**src/rtl/alu_pkg.sv**
```systemverilog
// Shared constants for the 32-bit execute-stage ALU: opcode map and flag bit positions.
package alu_pkg;

    // Operation select codes carried on opCode
    localparam logic [5:0] OP_ADD   = 6'h00;
    localparam logic [5:0] OP_SUB   = 6'h01;
    localparam logic [5:0] OP_AND   = 6'h02;
    localparam logic [5:0] OP_OR    = 6'h03;
    localparam logic [5:0] OP_XOR   = 6'h04;
    localparam logic [5:0] OP_NOR   = 6'h05;
    localparam logic [5:0] OP_SLL   = 6'h06;
    localparam logic [5:0] OP_SRL   = 6'h07;
    localparam logic [5:0] OP_SRA   = 6'h08;
    localparam logic [5:0] OP_SLT   = 6'h09;
    localparam logic [5:0] OP_SLTU  = 6'h0A;
    localparam logic [5:0] OP_PASSA = 6'h0B;
    localparam logic [5:0] OP_PASSB = 6'h0C;

    // Bit positions inside the 4-bit status vector S
    localparam int FLAG_C = 3;
    localparam int FLAG_Z = 2;
    localparam int FLAG_N = 1;
    localparam int FLAG_V = 0;

endpackage : alu_pkg

```
**src/rtl/alu_addsub.sv**
```systemverilog
// Shared adder/subtractor: sub=1 computes a + ~b + 1 so carry means "no borrow".
module alu_addsub #(
    parameter int N = 32
) (
    input  logic [N-1:0] a,
    input  logic [N-1:0] b,
    input  logic         sub,
    output logic [N-1:0] sum,
    output logic         carry,
    output logic         overflow
);

    logic [N-1:0] b_eff;
    logic [N:0]   full;

    // Invert b for subtraction; the +1 comes in through the low carry-in
    assign b_eff = sub ? ~b : b;
    assign full  = {1'b0, a} + {1'b0, b_eff} + {{N{1'b0}}, sub};

    assign sum      = full[N-1:0];
    assign carry    = full[N];
    // Signed overflow: operands of equal sign produced a result of the other sign
    assign overflow = (a[N-1] == b_eff[N-1]) && (sum[N-1] != a[N-1]);

endmodule : alu_addsub

```
**src/rtl/alu_32.sv**
```systemverilog
// 32-bit execute-stage ALU: combinational result/flag selection, one register stage.
// No handshake: every clock samples a, b, opCode and the result appears on out/S
// one cycle later; a new operation may be issued every cycle.
module alu_32
    import alu_pkg::*;
#(
    parameter int N = 32
) (
    input  logic         clk,
    input  logic         rst,
    input  logic [N-1:0] a,
    input  logic [N-1:0] b,
    input  logic [5:0]   opCode,
    output logic [N-1:0] out,
    output logic [3:0]   S
);

    localparam int SHW = $clog2(N);

    logic [SHW-1:0] shamt;
    logic           use_sub;
    logic [N-1:0]   add_sum;
    logic           add_carry;
    logic           add_ovf;

    logic [N-1:0]   out_d, out_q;
    logic [3:0]     s_d, s_q;
    logic           c_d, v_d;

    // Only the low bits of b select the shift distance
    assign shamt = b[SHW-1:0];

    // Comparisons reuse the subtractor: SLT from N^V, SLTU from borrow
    assign use_sub = (opCode == OP_SUB) || (opCode == OP_SLT) || (opCode == OP_SLTU);

    alu_addsub #(.N(N)) u_addsub (
        .a        (a),
        .b        (b),
        .sub      (use_sub),
        .sum      (add_sum),
        .carry    (add_carry),
        .overflow (add_ovf)
    );

    // Result mux; C and V are meaningful only for ADD and SUB
    always_comb begin
        out_d = '0;
        c_d   = 1'b0;
        v_d   = 1'b0;
        case (opCode)
            OP_ADD: begin
                out_d = add_sum;
                c_d   = add_carry;
                v_d   = add_ovf;
            end
            OP_SUB: begin
                out_d = add_sum;
                c_d   = add_carry;
                v_d   = add_ovf;
            end
            OP_AND:   out_d = a & b;
            OP_OR:    out_d = a | b;
            OP_XOR:   out_d = a ^ b;
            OP_NOR:   out_d = ~(a | b);
            OP_SLL:   out_d = a << shamt;
            OP_SRL:   out_d = a >> shamt;
            OP_SRA:   out_d = $signed(a) >>> shamt;
            OP_SLT:   out_d = {{(N-1){1'b0}}, add_sum[N-1] ^ add_ovf};
            OP_SLTU:  out_d = {{(N-1){1'b0}}, ~add_carry};
            OP_PASSA: out_d = a;
            OP_PASSB: out_d = b;
            default:  out_d = '0;
        endcase
    end

    // Assemble the flag vector from the selected result
    always_comb begin
        s_d         = 4'b0000;
        s_d[FLAG_C] = c_d;
        s_d[FLAG_Z] = (out_d == '0);
        s_d[FLAG_N] = out_d[N-1];
        s_d[FLAG_V] = v_d;
    end

    // Output register; reset clears result and flags
    always_ff @(posedge clk) begin
        if (rst) begin
            out_q <= '0;
            s_q   <= 4'b0000;
        end else begin
            out_q <= out_d;
            s_q   <= s_d;
        end
    end

    assign out = out_q;
    assign S   = s_q;

endmodule : alu_32

```
**config.mk**
```make
export PLATFORM = sky130hd
export DESIGN_NAME = alu_32
export DESIGN_NICKNAME = d
export VERILOG_FILES = /design/src/rtl/alu_pkg.sv /design/src/rtl/alu_addsub.sv /design/src/rtl/alu_32.sv
export SDC_FILE = /design/constraint.sdc
export NUM_CORES = 1
export LEC_CHECK = 0
export CORE_MARGIN = 4
export CORE_UTILIZATION = 30
export CTS_CLUSTER_DIAMETER = 40
export CTS_CLUSTER_SIZE = 24
export DETAILED_ROUTE_END_ITERATION = 16
export HOLD_SLACK_MARGIN = 0.1
export PLACE_DENSITY = 0.46
export RECOVER_POWER = 50
export SYNTH_ARGS = -nofsm -noshare
export SYNTH_HDL_FRONTEND = slang
export SYNTH_SLANG_ARGS = --single-unit
```
**constraint.sdc**
```tcl
create_clock -name clk -period 15 [get_ports clk]
set_input_delay 3 -clock clk [delete_from_list [all_inputs] [get_ports clk]]
set_output_delay 3 -clock clk [all_outputs]
set_load 0.05 [all_outputs]
```
==> flow_summary.toml <==
[place]
place_area_um2 = 10700
place_hpwl_um = 38400
placement.setup.worst_slack_ns = 6.42
gp_congestion = 1.06
portBuffers = 107

[timing]
grt_setup_unrepaired = "no"
finalWorstSetupSlack_ns = 6.54
timing.fmax_mhz = 118
fin_crit_ns = 8.46
hold_viol_final = 0
fin_crit_sh = 0.564
remaining_max_slew_budget_at_the_tightest_pin = 0.343
final_tns_setup_ns = 0
worst-slew-pin-transition_ns = 0.979
report.final.slew_viol_count = 0
final-setup-viol-count = 0

[cts]
cts.root.buffer_cell = "sky130_fd_sc_hd__clkbuf_16"
post-cts-setup-buffer-count = 0
cts.sinks = 35
tritoncts = "built"
clock_path_buffers = 2
cts_inserted_buffers = 5
clkTransAtPathRegs_ns = 0.05
cts_resized = 0
post_cts_hold_buffer_count = 0
depth_of_the_cts_h_tree = 2

[route]
finalWirelength_um = 49300
drc = 0
vias_per_cell = 6.51
postRouteAntennaNets = 0
total_via_count_after_detailed_routing = 11212
routed_met2_length_um = 21800
detail_route.wirelength.met1_um = 21200
detail_route.iter0.violations = 1562
drt_first_pass_iters = 6
wl_per_cell_um = 28.6
met3RoutedLength_um = 4360
highest_layer = "met4"

[finish]
final_nets = 1497
postLayoutCoreUtil = 0.352
fillerInstances = 3283
insertedDiodeCount = 0
area.growth.synth_to_final_pct = 15.0
finish.instance_area_um2 = 10900
post_route_cells_drive_above_1_share = 0.0663

[synthesis]
synthDistinctLibCells = 87
synth.avg_cell_area_um2 = 7.26
synthArstFlopShare = 0
post_synth_top_area_cell = "sky130_fd_sc_hd__ha_1"
synth.yosys.seq_area_share = 0.0742
synth_flop_cell = "sky130_fd_sc_hd__dfxtp_1"
synth_enable_flop_cells = 0
gate_count_post_synth = 1300
synthTopCellsByArea = "sky130_fd_sc_hd__ha_1 (13%), sky130_fd_sc_hd__dfxtp_1 (7.4%), sky130_fd_sc_hd__mux4_2 (6.4%), sky130_fd_sc_hd__mux2i_1 (6.1%), sky130_fd_sc_hd__nand2_1 (5.8%)"
postSynthRegisterBits = 35
post-synth-top-area-fraction = 0.129
ys_warn_count = 0
synthesis.nets = 1470
mappedNetlistArea_um2 = 9440

[worst_setup_path]
worst_ep_required_time_ns = 15.20
timing_worst_setup_path_type = "in -> reg"
setup.worst_path.start_class = "input pin"
worst_setup_path_startpoint = "opCode[1]"
timing.critical_path.fanout_max = 33
cp_data_arrival_time_ns = 8.66
worst_setup_path_end_kind = "flop"

[floorplan]
floorplan.initialDensity = 0.306
std_cell_rows = 64
die_h_um = 185
die-area_um2 = 34400
design.portCount = 108
floorplan.die.width_um = 185
coreArea_um2 = 30800

[run_status]
status = "finished, final reports clean"

[grt]
grt_antenna_before_repair = 0
grt_overflow_total = 0
grt_max_degree = 55
first_pass_grt_wire_length_um = 71500
first_global_vias = 10369
groute.usage.overall = 0.277

[worst_hold_path]
launch_instance_of_the_worst_min_delay_path = "rst"
hold_class = "in -> reg"

[run]
cap_viol_max_count = 0

[power]
ir_worst_vdd_v = 0.0000427
power_leakage_nw = 4.53
power.density_cell_area_nw_per_um2 = 51.3
-- power breakdown --
part | switching (mW) | internal, mW
combinational | 0.227 | 0.122
clock | 0.0334 | 0.0773
sequential | 0.000784 | 0.0967
-- metrics by stage --
stage / hold WS (ns) / cells / power [mW]
floorplan: 3.24 / 1300 / 0.314
finish: 3.54 / 1723 / 0.557
detailed placement: 3.82 / 1716 / 0.439
global route: 3.58 / 1723 / 0.586
CTS: 3.54 / 1723 / 0.553
global placement: 3.83 / 1716 / 0.441
-- routing by layer --
layer  global-route usage  up-vias
met3               0.0350      101
met1                0.395     5476
met2                0.439      647
met5                    0        -
met4               0.0802        0
li1                     -     4988
-- worst paths after layout --
kind | to | slack, ns | cells after the start
setup / recovery | S[2] | 6.54 | 16
hold / removal | out[20] | 3.54 | 3
-- sequential cells by signal, indices dropped and copies added, names as in the netlist --
name  count
S         4
out      31
-- cell type report --
type                    count  area (um2)  area share
clock buffers               6         129      0.0119
clock inverters             1        30.0     0.00276
inverters                  73         274      0.0252
multi-input cells        1081        7990       0.735
flip-flops and latches     35         701      0.0645
well taps                 396         495      0.0456
repair buffers            131        1240       0.115
-- cells by family after synthesis --
| kind of cell | share of synthesized area |
|---|---|
| and+or+nand+nor | 0.209 |
| adders and majority gates | 0.131 |
| xor gates and xnor gates | 0.0464 |
| muxes | 0.137 |
| AOI/OAI and AO/OA | 0.320 |
| buffers and inverters | 0.0828 |
| DFF | 0.0742 |
-- cell usage in the layout, fill, tap and decap left out, drive strengths merged, types with 11 or more instances in the layout --
master,count
a211oi,19
a21o,16
a21oi,74
a221oi,20
a22oi,49
a31oi,16
and3,12
buf,26
clkdlybuf4s50,70
dfxtp,35
dlygate4sd3,35
ha,97
inv,73
mux2i,58
mux4,27
nand2,146
nand3,31
nand4,24
nor2,90
nor2b,17
nor3,25
o2111ai,11
o211ai,28
o21ai,77
o221ai,13
o22ai,13
xnor2,43
-- worst max-delay path, cell delays in order --
cell                              delay [ns]
sky130_fd_sc_hd__clkdlybuf4s50_1        0.81
sky130_fd_sc_hd__nor2b_1                0.22
sky130_fd_sc_hd__o21ai_4                0.17
sky130_fd_sc_hd__buf_4                  0.51
sky130_fd_sc_hd__xnor2_1                0.13
sky130_fd_sc_hd__ha_1                   0.41
sky130_fd_sc_hd__a21o_1                 0.22
sky130_fd_sc_hd__o21bai_1               0.26
sky130_fd_sc_hd__a221o_1                0.39
sky130_fd_sc_hd__nor4_1                 0.52
sky130_fd_sc_hd__o221ai_1               0.38
sky130_fd_sc_hd__a211o_1                0.37
sky130_fd_sc_hd__or4_1                  0.52
sky130_fd_sc_hd__nor4_1                 0.36
sky130_fd_sc_hd__nand4b_1               0.16
sky130_fd_sc_hd__nor3_2                 0.18
-- synthesized netlist by cell type, types with 6 or more instances --
cell type	n
sky130_fd_sc_hd__nand2_1	146
sky130_fd_sc_hd__a2111oi_0	8
sky130_fd_sc_hd__nor2b_1	17
sky130_fd_sc_hd__mux4_2	27
sky130_fd_sc_hd__o31ai_1	6
sky130_fd_sc_hd__o221ai_1	13
sky130_fd_sc_hd__buf_6	9
sky130_fd_sc_hd__a221oi_1	19
sky130_fd_sc_hd__clkbuf_1	76
sky130_fd_sc_hd__nor3_1	24
sky130_fd_sc_hd__and3_1	12
sky130_fd_sc_hd__a31oi_1	16
sky130_fd_sc_hd__o2111ai_1	11
sky130_fd_sc_hd__a211oi_1	19
sky130_fd_sc_hd__mux2_2	7
sky130_fd_sc_hd__buf_2	10
sky130_fd_sc_hd__buf_1	13
sky130_fd_sc_hd__nand3_1	31
sky130_fd_sc_hd__inv_1	73
sky130_fd_sc_hd__nor2_1	90
sky130_fd_sc_hd__o22ai_1	13
sky130_fd_sc_hd__o211ai_1	28
sky130_fd_sc_hd__a22o_1	10
sky130_fd_sc_hd__mux2i_1	58
sky130_fd_sc_hd__xor2_1	7
sky130_fd_sc_hd__o21a_1	6
sky130_fd_sc_hd__o21ai_0	68
sky130_fd_sc_hd__o21ai_1	8
sky130_fd_sc_hd__a221o_1	7
sky130_fd_sc_hd__ha_1	97
sky130_fd_sc_hd__nand4_1	24
sky130_fd_sc_hd__nand2b_1	7
sky130_fd_sc_hd__dfxtp_1	35
sky130_fd_sc_hd__xnor2_1	43
sky130_fd_sc_hd__a22oi_1	49
sky130_fd_sc_hd__a21o_1	16
sky130_fd_sc_hd__a211o_1	7
sky130_fd_sc_hd__o21bai_1	6
sky130_fd_sc_hd__and2_1	9
sky130_fd_sc_hd__a21oi_1	73
sky130_fd_sc_hd__nor4_1	7
Power figures use the tool's default switching activity.
